--- src/rtl/cache_alloc_pkg.sv ---
// Shared types and helpers for the miss-side way allocator.
// Way counts up to 64 are supported by the index helper.
package cache_alloc_pkg;

  typedef enum logic [2:0] {
    IDLE      = 3'd0,
    SELECT    = 3'd1,
    WRITEBACK = 3'd2,
    FILL      = 3'd3,
    COMMIT    = 3'd4
  } alloc_state_e;

  function automatic logic [5:0] onehot_to_idx(input logic [63:0] vec);
    logic [5:0] idx;
    idx = '0;
    for (int i = 63; i >= 0; i--) begin
      if (vec[i]) idx = 6'(i);
    end
    return idx;
  endfunction

endpackage

--- src/rtl/first_one_encoder.sv ---
// Lowest-set-bit priority encoder: binary index of the first 1 plus a found flag.
// Purely combinational; index is 0 when nothing is set.
module first_one_encoder #(
  parameter int WIDTH = 8
) (
  input  logic [WIDTH-1:0]         i_vec,
  output logic [$clog2(WIDTH)-1:0] o_idx,
  output logic                     o_found
);

  localparam int IDX_W = $clog2(WIDTH);

  always_comb begin
    o_idx   = '0;
    o_found = 1'b0;
    for (int i = WIDTH - 1; i >= 0; i--) begin
      if (i_vec[i]) begin
        o_idx   = IDX_W'(i);
        o_found = 1'b1;
      end
    end
  end

endmodule

--- src/rtl/lru_victim_allocator.sv ---
// Miss allocation sequencer: picks a free or LRU victim, runs writeback/fill, re-ages the policy.
// Owns per-way valid/dirty state; every output comes straight from a register.
module lru_victim_allocator
  import cache_alloc_pkg::*;
#(
  parameter int NUM_WAYS = 8
) (
  input  logic                        clk,
  input  logic                        rst_n,
  input  logic                        miss_req,
  input  logic                        miss_is_write,
  output logic                        miss_ack,
  input  logic                        hit_valid,
  input  logic [NUM_WAYS-1:0]         hit_way,
  input  logic                        hit_is_write,
  input  logic                        inv_valid,
  input  logic [NUM_WAYS-1:0]         inv_way,
  input  logic                        eviction_ready,
  input  logic [NUM_WAYS-1:0]         eviction_target,
  output logic [NUM_WAYS-1:0]         allocate_way,
  output logic                        wb_req,
  output logic [$clog2(NUM_WAYS)-1:0] wb_way,
  input  logic                        wb_ack,
  output logic                        fill_req,
  output logic [$clog2(NUM_WAYS)-1:0] fill_way,
  input  logic                        fill_ack,
  output logic                        alloc_done,
  output logic [$clog2(NUM_WAYS)-1:0] alloc_way_idx,
  output logic                        busy,
  output logic [NUM_WAYS-1:0]         valid_vec,
  output logic [NUM_WAYS-1:0]         dirty_vec
);

  localparam int WAY_IDX_W = $clog2(NUM_WAYS);

  alloc_state_e         r_state;
  logic                 r_busy, r_miss_ack, r_miss_wr, r_wb_req, r_fill_req, r_alloc_done;
  logic [WAY_IDX_W-1:0] r_victim, r_wb_way, r_fill_way, r_alloc_idx;
  logic [NUM_WAYS-1:0]  r_alloc_way, r_valid, r_dirty;

  logic [WAY_IDX_W-1:0] w_free_idx, w_evict_idx;
  logic                 w_free_found, w_evict_found, w_in_flight;
  logic [NUM_WAYS-1:0]  w_victim_oh, w_protect, w_hit_set, w_inv_clr, w_valid_nxt, w_dirty_nxt;

  first_one_encoder #(.WIDTH(NUM_WAYS)) u_free_enc (
    .i_vec   (~r_valid),
    .o_idx   (w_free_idx),
    .o_found (w_free_found)
  );

  first_one_encoder #(.WIDTH(NUM_WAYS)) u_evict_enc (
    .i_vec   (eviction_target),
    .o_idx   (w_evict_idx),
    .o_found (w_evict_found)
  );

  // Once a victim is latched, outside hits/invalidates must not disturb its state.
  assign w_in_flight = (r_state == WRITEBACK) || (r_state == FILL) || (r_state == COMMIT);
  assign w_victim_oh = {{(NUM_WAYS-1){1'b0}}, 1'b1} << r_victim;
  assign w_protect   = w_in_flight ? w_victim_oh : '0;
  assign w_hit_set   = (hit_valid && hit_is_write) ? (hit_way & r_valid & ~w_protect) : '0;
  assign w_inv_clr   = inv_valid ? (inv_way & ~w_protect) : '0;

  always_comb begin
    w_valid_nxt = r_valid & ~w_inv_clr;
    w_dirty_nxt = (r_dirty | w_hit_set) & ~w_inv_clr;
    if (r_state == WRITEBACK && wb_ack) begin
      w_valid_nxt = w_valid_nxt & ~w_victim_oh;
      w_dirty_nxt = w_dirty_nxt & ~w_victim_oh;
    end
    if (r_state == COMMIT) begin
      w_valid_nxt = w_valid_nxt | w_victim_oh;
      w_dirty_nxt = r_miss_wr ? (w_dirty_nxt | w_victim_oh) : (w_dirty_nxt & ~w_victim_oh);
    end
  end

  always_ff @(posedge clk or negedge rst_n) begin
    if (!rst_n) begin
      r_state      <= IDLE;
      r_busy       <= 1'b0;
      r_miss_ack   <= 1'b0;
      r_miss_wr    <= 1'b0;
      r_victim     <= '0;
      r_wb_req     <= 1'b0;
      r_wb_way     <= '0;
      r_fill_req   <= 1'b0;
      r_fill_way   <= '0;
      r_alloc_way  <= '0;
      r_alloc_done <= 1'b0;
      r_alloc_idx  <= '0;
      r_valid      <= '0;
      r_dirty      <= '0;
    end else begin
      r_miss_ack   <= 1'b0;
      r_alloc_done <= 1'b0;
      r_alloc_way  <= '0;
      r_valid      <= w_valid_nxt;
      r_dirty      <= w_dirty_nxt;
      case (r_state)
        IDLE: begin
          if (miss_req) begin
            r_miss_wr  <= miss_is_write;
            r_miss_ack <= 1'b1;
            r_busy     <= 1'b1;
            r_state    <= SELECT;
          end
        end
        SELECT: begin
          if (w_free_found) begin
            r_victim   <= w_free_idx;
            r_fill_req <= 1'b1;
            r_fill_way <= w_free_idx;
            r_state    <= FILL;
          end else if (eviction_ready && w_evict_found) begin
            r_victim <= w_evict_idx;
            if (r_dirty[w_evict_idx]) begin
              r_wb_req <= 1'b1;
              r_wb_way <= w_evict_idx;
              r_state  <= WRITEBACK;
            end else begin
              r_fill_req <= 1'b1;
              r_fill_way <= w_evict_idx;
              r_state    <= FILL;
            end
          end
        end
        WRITEBACK: begin
          if (wb_ack) begin
            r_wb_req   <= 1'b0;
            r_fill_req <= 1'b1;
            r_fill_way <= r_victim;
            r_state    <= FILL;
          end
        end
        FILL: begin
          if (fill_ack) begin
            r_fill_req <= 1'b0;
            r_state    <= COMMIT;
          end
        end
        COMMIT: begin
          r_alloc_way  <= w_victim_oh;
          r_alloc_done <= 1'b1;
          r_alloc_idx  <= r_victim;
          r_busy       <= 1'b0;
          r_state      <= IDLE;
        end
        default: begin
          r_busy  <= 1'b0;
          r_state <= IDLE;
        end
      endcase
    end
  end

  assign miss_ack      = r_miss_ack;
  assign allocate_way  = r_alloc_way;
  assign wb_req        = r_wb_req;
  assign wb_way        = r_wb_way;
  assign fill_req      = r_fill_req;
  assign fill_way      = r_fill_way;
  assign alloc_done    = r_alloc_done;
  assign alloc_way_idx = r_alloc_idx;
  assign busy          = r_busy;
  assign valid_vec     = r_valid;
  assign dirty_vec     = r_dirty;

  a_evict_onehot: assert property (@(posedge clk) disable iff (!rst_n)
    eviction_ready |-> $onehot(eviction_target));
  a_hit_onehot: assert property (@(posedge clk) disable iff (!rst_n)
    hit_valid |-> $onehot(hit_way));
  a_alloc_onehot0: assert property (@(posedge clk) disable iff (!rst_n)
    $onehot0(allocate_way));
  a_wb_fill_excl: assert property (@(posedge clk) disable iff (!rst_n)
    !(wb_req && fill_req));
  a_victim_untouched: assert property (@(posedge clk) disable iff (!rst_n)
    w_in_flight |-> !((hit_valid && |(hit_way & w_victim_oh)) || (inv_valid && |(inv_way & w_victim_oh))));
  a_alloc_idx: assert property (@(posedge clk) disable iff (!rst_n)
    (|allocate_way) |-> (alloc_way_idx == WAY_IDX_W'(onehot_to_idx(64'(allocate_way)))));

endmodule

--- config.mk ---
export PLATFORM = sky130hd
export DESIGN_NAME = lru_victim_allocator
export DESIGN_NICKNAME = d
export VERILOG_FILES = /design/src/rtl/cache_alloc_pkg.sv /design/src/rtl/first_one_encoder.sv /design/src/rtl/lru_victim_allocator.sv
export SDC_FILE = /design/constraint.sdc
export NUM_CORES = 1
export LEC_CHECK = 0
export ABC_AREA = 1
export BUFFER_PORTS_ARGS = -buffer_cell sky130_fd_sc_hd__buf_2
export CORE_ASPECT_RATIO = 1.1
export CORE_MARGIN = 2
export CORE_UTILIZATION = 40
export DETAILED_ROUTE_END_ITERATION = 8
export PLACE_DENSITY_LB_ADDON = 0.12
export SETUP_SLACK_MARGIN = 0.15
export SYNTH_ARGS = -nofsm -noshare
export SYNTH_HDL_FRONTEND = slang
export SYNTH_SLANG_ARGS = --single-unit
--- constraint.sdc ---
create_clock -name clk -period 4.3 [get_ports clk]
set_clock_uncertainty 0.2 [all_clocks]
set_input_delay 0.645 -clock clk [delete_from_list [all_inputs] [get_ports clk]]
set_output_delay 0.645 -clock clk [all_outputs]
set_load 0.005 [all_outputs]
==> flow_metrics.env <==
export IMPL_powerDensity_nw_per_um2=494
export IMPL_antenna_cells=0
export IMPL_drt_wl_total_um=6240
export IMPL_setup_worst_path_start_class="flip-flop"
export IMPL_crit_path_frequent_cell="nor2_1"
export IMPL_crit_arrival_ns=2.11
export IMPL_cts_num_sinks=45
export IMPL_syn_cell_area_um2=2420
export IMPL_avgRoutedWirePerCell_um=13.3
export IMPL_numPortBuffers=71
export IMPL_drive_above_1_share=0.254
export IMPL_cts_max_path_buffers=2
export IMPL_dieWidth_um=78.2
export IMPL_tightest_slew_ns=1.00
export IMPL_drc=0
export IMPL_grt_use_total=0.197
export IMPL_worstPathRequired_ns=4.28
export IMPL_p_leak_nw=1.53
export IMPL_layout_common_cells="nand2_1 (75), buf_2 (71), dfrtp_1 (45)"
export IMPL_vdd_drop_max_v=0.000208
export IMPL_fmax_ghz=0.470
export IMPL_grt_pass1_wl_um=10200
export IMPL_firstDrtPassIters=4
export IMPL_fin_nets=427
export IMPL_syn_to_final_growth_pct=21.6
export IMPL_synth_area_leaders="dfrtp_1 (47%), nand2_1 (12%), nor2_1 (6.8%)"
export IMPL_slowest_delay_ns=0.50
export IMPL_maxSlewHeadroom=0.331
export IMPL_ys_flop_type="dfrtp_1"
export IMPL_ff2ff_setup_slack_ns=2.17
export IMPL_cp_max_fo=17
export IMPL_rsz0062_at_grt="false"
export IMPL_netlist_area_leader_share=0.465
export IMPL_initial_utilization=0.417
export IMPL_antenna_found_initial=0
export IMPL_yosysSeqAreaShare=0.465
export IMPL_synth_warnings=0
export IMPL_fp_row_count=29
export IMPL_finalSetupTns_ns=0
export IMPL_fin_cells=471
export IMPL_overflow=0
export IMPL_synth_edff_count=0
export IMPL_syn_avg_cell_area_um2=7.63
export IMPL_path_class="reg -> reg"
export IMPL_syn_num_nets=351
export IMPL_ant_nets=0
export IMPL_synthCells=317
export IMPL_path_cells="nor2_1 -> nand2_2 -> inv_1 -> nor2_4 -> nor2_1 -> nor2_1 -> a22oi_1 -> o211ai_1 -> o21ai_0"
export IMPL_status="completed"
export IMPL_drt_iter0_markers=98
export IMPL_setup_viol=0
export IMPL_min_period_ns=2.13
export IMPL_grt_pass1_vias=2214
export IMPL_dp_cells=463
export IMPL_critPathCaptureType="flip-flop"
export IMPL_dp_hpwl_um=4830
export IMPL_fin_util=0.507
export IMPL_async_reset_ff_frac=1.00
export IMPL_cts_setup_buffers=0
export IMPL_ys_ff_latch=45
export IMPL_via_count=2298
export IMPL_grt_max_degree=46
export IMPL_postCtsHoldBufs=0
export IMPL_core_area_um2=5810
export IMPL_root_buffer="clkbuf_8"
export IMPL_synthDistinctLibCells=32
export IMPL_p_total_mw=1.45
export IMPL_layout_commonest_cell="nand2_1"
export IMPL_die_y_um=85.6
export IMPL_hold_path_class="reg -> reg"
export IMPL_maxSlewViolCount=0
export IMPL_gp_congestion=0.820
export IMPL_cap_violations=0
export IMPL_period_share=0.495
export IMPL_clkTransAtPathRegs_ns=0.09
export IMPL_h_tree_depth=2
export IMPL_clock_latency_ns=0.30
export IMPL_cts_inserted_buffers=5
export IMPL_viasPerCell=4.88
export IMPL_io_pins=72
export IMPL_die_area_um2=6690
export IMPL_cts_resized=0
export IMPL_yosysTopAreaCell="dfrtp_1"
export IMPL_hold_viol=0
export IMPL_tritoncts="yes"
export IMPL_worst_path_max_delay_cell="dfrtp_1"
[cell usage after synthesis, drive strengths merged, types with 3 or more instances]
master / number
o22ai: 3
nor2: 50
o21ai: 28
nor3: 10
dfrtp: 45
o211ai: 7
nand3: 20
a22oi: 4
inv: 48
nand2: 79
a21oi: 10
nand4: 3
[power by group]
part           switching [mW]  total [mW]  internal (mW)
combinational           0.373       0.589          0.217
clock                   0.150       0.265          0.115
sequential             0.0910       0.599          0.508
total                   0.613        1.45          0.840
[cell type report]
| cell class | instances | area [um2] |
|---|---|---|
| clock buffer | 7 | 76.3 |
| clock inverter | 1 | 7.51 |
| fill | 601 | 2860 |
| inverter | 49 | 186 |
| multi-input combinational | 221 | 1090 |
| sequential | 45 | 1130 |
| tap | 77 | 96.3 |
| timing repair buffer | 71 | 355 |
[worst paths after layout]
path,startpoint,endpoint,depth (start not counted)
worst max-delay path,r_state[1],dirty_vec[3],9
worst min register to register,wb_req,wb_req,2
worst min-delay path,wb_req,wb_req,2
max in group asynchronous,rst_n,valid_vec[3],1
min in group asynchronous,rst_n,wb_way[0],1
worst max register to register,r_state[1],dirty_vec[3],9
[critical path, delay by kind of cell (launching register included)]
family / cells / cell delay [ns]
DFF: 1 / 0.50
buffers and inverters: 1 / 0.14
and+or+nand+nor: 5 / 0.86
AOI/OAI and AO/OA: 3 / 0.29
[kinds of logic (layout without fill, tap and decap cells)]
kind of cell / count (synthesis) / after routing / synth area share
AOI/OAI and AO/OA: 55 / 55 / 0.141
DFF: 45 / 45 / 0.465
buffers and inverters: 51 / 128 / 0.0822
and+or+nand+nor: 166 / 166 / 0.311
[through the flow]
stage / hold slack [ns] / area, um2 / setup WS [ns]
after floorplan: 0.149 / 2420 / 2.31
after global placement: 0.253 / 2860 / 2.01
after detailed placement: 0.255 / 2860 / 2.01
after CTS: 0.275 / 2940 / 2.17
after global routing: 0.291 / 2940 / 1.98
final: 0.268 / 2940 / 2.17
[registers in the layout (all words and copies together), names as in the netlist, 3 cells and up]
register	count
alloc_way_idx	3
allocate_way	8
dirty_vec	8
fill_way	3
r_state	3
r_victim	3
valid_vec	8
wb_way	3
[metal layers]
| metal | up-vias | part of all wire | GRT usage |
|---|---|---|---|
| met5 | - | 0 | 0 |
| met4 | 0 | 0.021 | 0.0702 |
| met3 | 9 | 0.043 | 0.0379 |
| met2 | 58 | 0.50 | 0.351 |
| met1 | 1057 | 0.43 | 0.239 |
| li1 | 1174 | - | - |
Power figures use the tool's default switching activity.
